--- config.mk ---
export PLATFORM = sky130hd
export DESIGN_NAME = board_scan_scheduler
export DESIGN_NICKNAME = d
export VERILOG_FILES = /design/src/rtl/board_scan_scheduler.sv
export SDC_FILE = /design/constraint.sdc
export NUM_CORES = 1
export LEC_CHECK = 0
export CORE_MARGIN = 3
export CORE_UTILIZATION = 50
export DETAILED_ROUTE_END_ITERATION = 8
export PLACE_DENSITY = 0.81
export SLEW_MARGIN = 20
export SYNTH_ARGS = -nofsm -noshare
export SYNTH_HDL_FRONTEND = slang
export SYNTH_SLANG_ARGS = --single-unit
--- constraint.sdc ---
create_clock -name clk -period 13.12 [get_ports clk]
set_input_delay 1.312 -clock clk [delete_from_list [all_inputs] [get_ports clk]]
set_output_delay 1.312 -clock clk [all_outputs]
set_load 0.01 [all_outputs]
--- src/rtl/board_scan_scheduler.sv ---
// Walks all Sudoku cells in row-major order, runs the shared digit predictor on every
// inked cell and collects the recognised digits into a packed board register.
module board_scan_scheduler #(
    parameter int NUM_CELLS     = 81,
    parameter int IDX_W         = 7,
    parameter int SETTLE_CYCLES = 2,
    parameter int GAP_CYCLES    = 3,
    parameter int TIMEOUT       = 4096
) (
    input  logic                   clk,
    input  logic                   rst,
    input  logic                   start_scan,
    input  logic                   abort,
    input  logic [NUM_CELLS-1:0]   cell_mask,
    output logic [IDX_W-1:0]       cell_idx,
    output logic                   pred_start,
    input  logic                   pred_finish,
    input  logic [3:0]             pred_number,
    output logic [4*NUM_CELLS-1:0] board,
    output logic                   busy,
    output logic                   done,
    output logic                   aborted,
    output logic [IDX_W-1:0]       err_count
);

    // One shared counter serves the settle, wait and gap phases; size it for the longest.
    localparam int CNT_MAX_A = (SETTLE_CYCLES > GAP_CYCLES) ? SETTLE_CYCLES - 1 : GAP_CYCLES - 1;
    localparam int CNT_MAX   = (TIMEOUT - 1 > CNT_MAX_A) ? TIMEOUT - 1 : CNT_MAX_A;
    localparam int CNT_W     = (CNT_MAX < 1) ? 1 : $clog2(CNT_MAX + 1);

    localparam logic [IDX_W-1:0] LAST_IDX = IDX_W'(NUM_CELLS - 1);
    localparam logic [IDX_W-1:0] ERR_MAX  = '1;
    localparam logic [CNT_W-1:0] SETTLE_LOAD = CNT_W'(SETTLE_CYCLES - 1);
    localparam logic [CNT_W-1:0] GAP_LOAD    = CNT_W'(GAP_CYCLES - 1);
    localparam logic [CNT_W-1:0] WAIT_LAST   = CNT_W'(TIMEOUT - 1);

    typedef enum logic [2:0] {
        S_IDLE, S_SELECT, S_SETTLE, S_START, S_WAIT, S_GAP, S_NEXT, S_DONE
    } state_t;

    state_t           state;
    state_t           state_next;
    logic [CNT_W-1:0] cnt;
    logic             cnt_zero;
    logic             cell_inked;
    logic             wait_expired;
    logic             abort_hit;
    logic             slot_we;
    logic [3:0]       slot_val;
    logic             err_inc;

    assign cnt_zero     = (cnt == '0);
    assign cell_inked   = cell_mask[cell_idx];
    assign wait_expired = (state == S_WAIT) && (cnt == WAIT_LAST);
    assign abort_hit    = abort && (state != S_IDLE) && (state != S_DONE);

    // NOTE: sequential state is always assigned with <= so every flop samples pre-edge values.
    always_ff @(posedge clk or posedge rst) begin
        if (rst) begin
            state <= S_IDLE;
        end else begin
            state <= state_next;
        end
    end

    // NOTE: every combinational output gets a default first, so no path can infer a latch.
    always_comb begin
        state_next = state;
        unique case (state)
            S_IDLE:   if (start_scan) state_next = S_SELECT;
            S_SELECT: state_next = cell_inked ? S_SETTLE : S_NEXT;
            S_SETTLE: if (cnt_zero) state_next = S_START;
            S_START:  state_next = S_WAIT;
            S_WAIT:   if (pred_finish || wait_expired) state_next = S_GAP;
            S_GAP:    if (cnt_zero) state_next = S_NEXT;
            S_NEXT:   state_next = (cell_idx == LAST_IDX) ? S_DONE : S_SELECT;
            S_DONE:   state_next = S_IDLE;
            default:  state_next = S_IDLE;
        endcase
        if (abort_hit) state_next = S_IDLE;
    end

    always_comb begin
        pred_start = (state == S_START);
        done       = (state == S_DONE);
        busy       = (state != S_IDLE);
    end

    // Decide what, if anything, lands in the current cell's slot this cycle.
    always_comb begin
        slot_we  = 1'b0;
        slot_val = 4'd0;
        err_inc  = 1'b0;
        if (!abort_hit) begin
            if (state == S_SELECT && !cell_inked) begin
                slot_we = 1'b1;
            end else if (state == S_WAIT && pred_finish) begin
                slot_we = 1'b1;
                if (pred_number <= 4'd9) slot_val = pred_number;
                else                     err_inc  = 1'b1;
            end else if (wait_expired) begin
                slot_we = 1'b1;
                err_inc = 1'b1;
            end
        end
    end

    // NOTE: board is a plain register bank, so it is cleared by reset along with the rest.
    always_ff @(posedge clk or posedge rst) begin
        if (rst) begin
            cell_idx  <= '0;
            board     <= '0;
            err_count <= '0;
            cnt       <= '0;
            aborted   <= 1'b0;
        end else begin
            aborted <= abort_hit;

            if (state == S_IDLE && start_scan) begin
                cell_idx  <= '0;
                board     <= '0;
                err_count <= '0;
            end

            if (state == S_NEXT && !abort_hit && cell_idx != LAST_IDX) begin
                cell_idx <= cell_idx + 1'b1;
            end

            if (slot_we) begin
                for (int i = 0; i < NUM_CELLS; i++) begin
                    if (cell_idx == IDX_W'(i)) board[4*i +: 4] <= slot_val;
                end
            end

            if (err_inc && err_count != ERR_MAX) begin
                err_count <= err_count + 1'b1;
            end

            unique case (state)
                S_SELECT: cnt <= SETTLE_LOAD;
                S_SETTLE: if (!cnt_zero) cnt <= cnt - 1'b1;
                S_START:  cnt <= '0;
                S_WAIT:   cnt <= (pred_finish || wait_expired) ? GAP_LOAD : cnt + 1'b1;
                S_GAP:    if (!cnt_zero) cnt <= cnt - 1'b1;
                default:  cnt <= cnt;
            endcase
        end
    end

endmodule
After elaboration in Yosys (flattened, before gate mapping)
Index checks and enable logic that the tools add are counted.
{ "op_classes": {"n_eq_ne": 96, "n_lt_le_gt_ge": 2, "n_mux": 111, "reduce_logical": 22, "addsub": 4} }
{ "op_table": {"columns": ["op", "count"], "rows": [
  ["$mux 324", 2],
  ["$mux 4", 85],
  ["$eq 7x6->1 const B", 32],
  ["$eq 7x7->1 const B", 17],
  ["$eq 7x5->1 const B", 16],
  ["$eq 7x4->1 const B", 8],
  ["$pmux 12 s4", 1],
  ["$eq 7x3->1 const B", 4],
  ["$mux 12", 2],
  ["$pmux 3 s8", 1],
  ["$mux 3", 7],
  ["$mux 7", 3],
  ["$ne 3x3->1 const B", 5],
  ["$add 7x1->7 const B", 2],
  ["$eq 7x2->1 const B", 2],
  ["$ne 7x7->1 const B", 2],
  ["$add 12x1->12 const B", 1],
  ["$eq 12x12->1 const B", 1],
  ["$eq 3x3->1 const B", 4],
  ["$logic_not 12->1", 1],
  ["$sub 12x1->12 const B", 1],
  ["$logic_and 1x1->1", 9],
  ["$mux 1", 9],
  ["$lt 7x8->1 const B", 1],
  ["16 further kinds", 19]
]} }
{ "totals": {"inputBits": 90, "register_bits": 354, "output_inout_bits": 342, "wordCells": 241} }

Logic depth before layout (Yosys ltp)
{ "logic_depth": {"depth_word": 8, "depth_mapped": 11, "ltp_nobuf": 9} }

Least setup slack after synthesis
No wires, ideal clock.
{ "synth_path": {"kind": "input-to-reg", "startpoint": "input port cell_mask[77]", "endpoint": "register board[0]", "cell_stages": 8, "n_path_buf": 1, "t_required_ns": 12.983, "setup_time_ns": 0.137, "arrival_time_ns": 3.347, "setup_slack_ns": 9.636, "path_cell_list": "mux4_1 a22o_1 a221oi_2 o21ai_2 a2111oi_4 buf_12 o21bai_4 mux2i_1"} }
{ "synth_between": {"elab_chain_cells": 8, "elab_cells_between_ends": 10, "cone_classes": "8 x mux; 2 x reduce/logical"} }
{ "synth_rtl": {"columns": ["item", "line_no", "rtl"], "rows": [
  ["start: declaration", "14", "input logic [NUM_CELLS-1:0] cell_mask,"],
  ["$bmux 1 s7 (*)", "53", "assign cell_inked = cell_mask[cell_idx];"],
  ["$mux 1 (implied by the code) (*)", "53", null],
  ["$logic_not 1->1 (*)", "95", "if (state == S_SELECT && !cell_inked) begin"],
  ["$logic_and 1x1->1 (*)", "95", null],
  ["$mux 4", "95", null],
  ["$mux 4", "94", "if (!abort_hit) begin"],
  ["$mux 4", "131", "if (cell_idx == IDX_W'(i)) board[4*i +: 4] <= slot_val;"],
  ["$mux 324 (*)", "129", "if (slot_we) begin"],
  ["end signal: indexed assignment", "131", null],
  ["end: declaration", "19", "output logic [4*NUM_CELLS-1:0] board,"]
]} }
Every way passes the cells marked *; elsewhere a longest branch is shown, timed or not. The select of a mux whose other input is x is not followed.
A chain may end at the register's enable or synchronous reset.

Worst setup path in the final report
{ "layout_path": {"startpoint": "input port start_scan", "endpoint": "register cell_idx[6]"} }
{ "layout_between": {"elab_chain_cells": 2} }
{ "layout_rtl": {"columns": ["item", "line_no", "rtl"], "rows": [
  ["start: declaration", "12", "input logic start_scan,"],
  ["$logic_and 1x1->1", "119", "if (state == S_IDLE && start_scan) begin"],
  ["$reduce_bool 2->1 (no source line)", null, null],
  ["end signal: assignment", "126", "cell_idx <= cell_idx + 1'b1;"],
  ["end: declaration", "15", "output logic [IDX_W-1:0] cell_idx,"]
]} }
Every way passes these cells.

==> summary.md <==
| Metric | Value |
|---|---|
| Status | `finished clean` |
| CTS Sinks | `354` |
| Final setup viols | `0` |
| Pin count of the biggest net entering global routing | `160` |
| Hold Path End | `board[35]$_DFF_PP0_` |
| Most frequent cells in the layout | `431 x clkdlybuf4s50_1, 375 x nand2_1, 353 x dfrtp_1` |
| Dpl cell area | `21550 µm²` |
| Most common cell after layout, fill and taps aside | `clkdlybuf4s50_1` |
| Root buf cell | `clkbuf_16` |
| Fin. Hold Viols | `0` |
| DP HPWL | `about 38000 µm` |
| Netlist cell types | `65` |
| First-pass GRT wire length | `82990 µm` |
| RSZ-0062 raised after global routing | `false` |
| Hold Path Class | `reg -> reg` |
| Crit end category | `flip-flop` |
| Htree depth | `2` |
| Seq pwr share | `0.419` |
| Switching Share | `0.3204` |
| Mapped cell area | `16950 µm²` |
| Comb pwr share | `0.198` |
| FP Rows | `between 60 and 70` |
| Register area | `8860 µm²` |
| Tmin final | `4.037 ns` |
| Maxcap violations | `0` |
| ANT cells | `0` |
| EDFF count, synth | `0` |
| Switching power | `between 0.0008 and 0.0009 W` |
| Startpoint types | `input pin` |
| Synth Register Bits | `354` |
| R2r setup slk | `9.24 ns` |
| Crit Path Max Fanout | `84` |
| Routed Antenna Nets | `0` |
| Starting Density | `0.5145` |
| Vias after detailed routing | `13730` |
| Vias in the first global route | `roughly 14000` |
| WL per Instance | `about 23 µm` |
| Gp weighted congestion | `about 0.9` |
| Pleak | `10.79 nW` |
| TritonCTS Buffers | `39` |
| Clock power frac | `0.382` |
| Pre-Repair DR Iteration Count | `5` |
| Critical Path RT | `13.56 ns` |
| DR vias/cell | `5.714` |
| Die Area | `36150 µm²` |
| Seq/Total Area, Yosys | `0.5225` |
| Die Ht | `~190 µm` |
| Final Instance Area | `22770 µm²` |
| Core Util, Final | `0.6912` |
| Most area-hungry cell type in the Yosys netlist | `dfrtp_1` |
| Power per Cell Area | `~120 nW/µm²` |
| Routed WL | `about 55000 µm` |
| Layout cell share with drive strength beyond 1 | `0.06276` |
| Final net count | `2033` |
| Post CTS Setup Buffer Count | `0` |
| FF-to-FF path depth | `8` |
| Tot GR Track Use | `0.2954` |
| Top cells by area, synth | `dfrtp_1 52%, mux2i_1 20%, nand2_1 8.3%` |
| Period Utilization, post-route | `0.3077` |
| Slew margin rel. | `0.2549` |
| Slew Limit Fails | `0` |
| Post-synth net total | `1654` |
| Worst hold slack | `around 0.52 ns` |
| Least-Margin Pin Slew | `1.118 ns` |
| CTS tree | `yes` |
| PortBufs | `431` |
| Post-cts sizing count | `0` |
| Synthesized area per cell | `10.89 µm²` |
| Hold Buf Count CTS | `0` |
| Crit Reg-Reg Endpoint | `board[95]$_DFF_PP0_` |
| Total gr overflow | `0` |
| Antenna violations before repair | `1` |
| Asr flop ratio synth | `1.000` |
| DRC | `0` |
| Ys flop type | `dfrtp_1` |
| Area delta synth->final | `34.33%` |
| Clock Skew | `0.02640 ns` |
| Hold wc startpoint | `board[35]$_DFF_PP0_` |
| IO Count | `432` |
| Reg-to-Reg Start | `cell_idx[0]$_DFFE_PP0P_` |
| Maximum VDD drop | `0.1069 mV` |
| Clock transition at path regs | `0.06 ns` |
| Fmax | `247.7 MHz` |
| Clk buf depth | `3` |
| Area of the multi-input gates | `7619 µm²` |
| Cell count after synthesis | `1556` |
| Skew-Pair Late Insertion Delay | `0.54 ns` |
| Initial DRC count | `1249` |
| CORE AREA | `between 30000 and 40000 µm²` |
| Pint | `between 0.0015 and 0.002 W` |
| Synth top area share | `0.5225` |
| Crit path arrival time | `4.48 ns` |
| Fillcell total | `2427` |
| Setup TNS | `0 ns` |
| Yosys warnings | `0` |
| Die W | `190.1 µm` |
| Crit path kind | `in -> reg` |
| WHS Path Cells | `2` |
-- cell usage after synthesis, drive strengths merged (3+ instances only) --
cell / count
clkbuf: 94
nor2b: 7
o21bai: 4
nor3: 29
nand2b: 8
nand2: 377
a221oi: 4
o2bb2ai: 3
mux4: 15
a211oi: 6
a31o: 3
mux2i: 340
nand3b: 7
a22oi: 3
a21oi: 13
a31oi: 20
inv: 13
xor2: 5
dfrtp: 354
a22o: 4
nand4: 3
o31ai: 5
and2: 10
ha: 8
and3: 13
nor2: 62
buf: 18
o32ai: 3
o21ai: 71
nand3: 23
-- power groups by stage --
stage | Combinational [W] | Clock (W) | Sequential, W
after floorplan | 0.000408 | 0 | 0.00115
after global placement | 0.000530 | 0 | 0.00117
after detailed placement | 0.000538 | 0 | 0.00117
after CTS | 0.000541 | 0.00106 | 0.00115
after global routing | 0.000588 | 0.00111 | 0.00116
final | 0.000545 | 0.00105 | 0.00115
-- worst max-delay path by stage --
stage                           from                 endpoint  slack, ns  cells after the start
after floorplan                  rst        aborted$_DFF_PP0_       1.99                      1
after global placement    start_scan  cell_idx[2]$_DFFE_PP0P_       8.57                      8
after detailed placement  start_scan  cell_idx[4]$_DFFE_PP0P_       8.58                      8
after CTS                 start_scan  cell_idx[4]$_DFFE_PP0P_       9.13                      8
after global routing      start_scan  cell_idx[2]$_DFFE_PP0P_       8.88                      8
final                     start_scan  cell_idx[6]$_DFFE_PP0P_       9.08                      8
-- per-stage QoR --
stage                     std cells  total power (W)  setup slack (ns)
after floorplan                1556         0.001555             1.988
after global placement         2336         0.001699             8.574
after detailed placement       2336         0.001709             8.576
after CTS                      2402         0.002757             9.133
after global routing           2402         0.002859             8.880
final                          2402         0.002750             9.083
-- metal layers --
layer,up-vias,routed length [µm],track usage
li1,6130,-,-
met1,6871,21610,0.3794
met5,-,20,0
met2,618,26420,0.4877
met3,104,4907,0.08237
met4,2,1934,0.09653
-- area by class of cell --
| cell class | instances | share of cell area |
|---|---|---|
| Timing Repair Buffer | 450 | 0.1963 |
| Inverter | 13 | 0.002472 |
| Tap cell | 442 | 0.02428 |
| Clock inverter | 13 | 0.006044 |
| Multi-Input combinational cell | 1077 | 0.3345 |
| Clock buffer | 53 | 0.04736 |
| Sequential cell | 354 | 0.3890 |
-- critical path: stages --
cell             delay [ns]
clkdlybuf4s50_1        0.48
nand2_4                0.52
buf_4                  0.78
buf_4                  0.79
nand2_1                0.21
o21ai_0                0.15
nand2_1                0.09
o31ai_1                0.07
-- cell families after synthesis --
kind of cell	Yosys count	synth area share
AO/OA/AOI/OAI	156	0.07602
XOR/XNOR	7	0.003617
adder cells (fa/ha/maj)	8	0.005905
buffers and inverters	125	0.03159
flip-flops	354	0.5225
multiplexers	357	0.2249
AND/OR/NAND/NOR	549	0.1354
-- flip-flops by register name, summed over array words and instances, names as in the netlist --
name       count
cell_idx       7
board        324
state          3
err_count      7
aborted        1
cnt           12
Note: power is estimated with default switching activity, not from simulation.
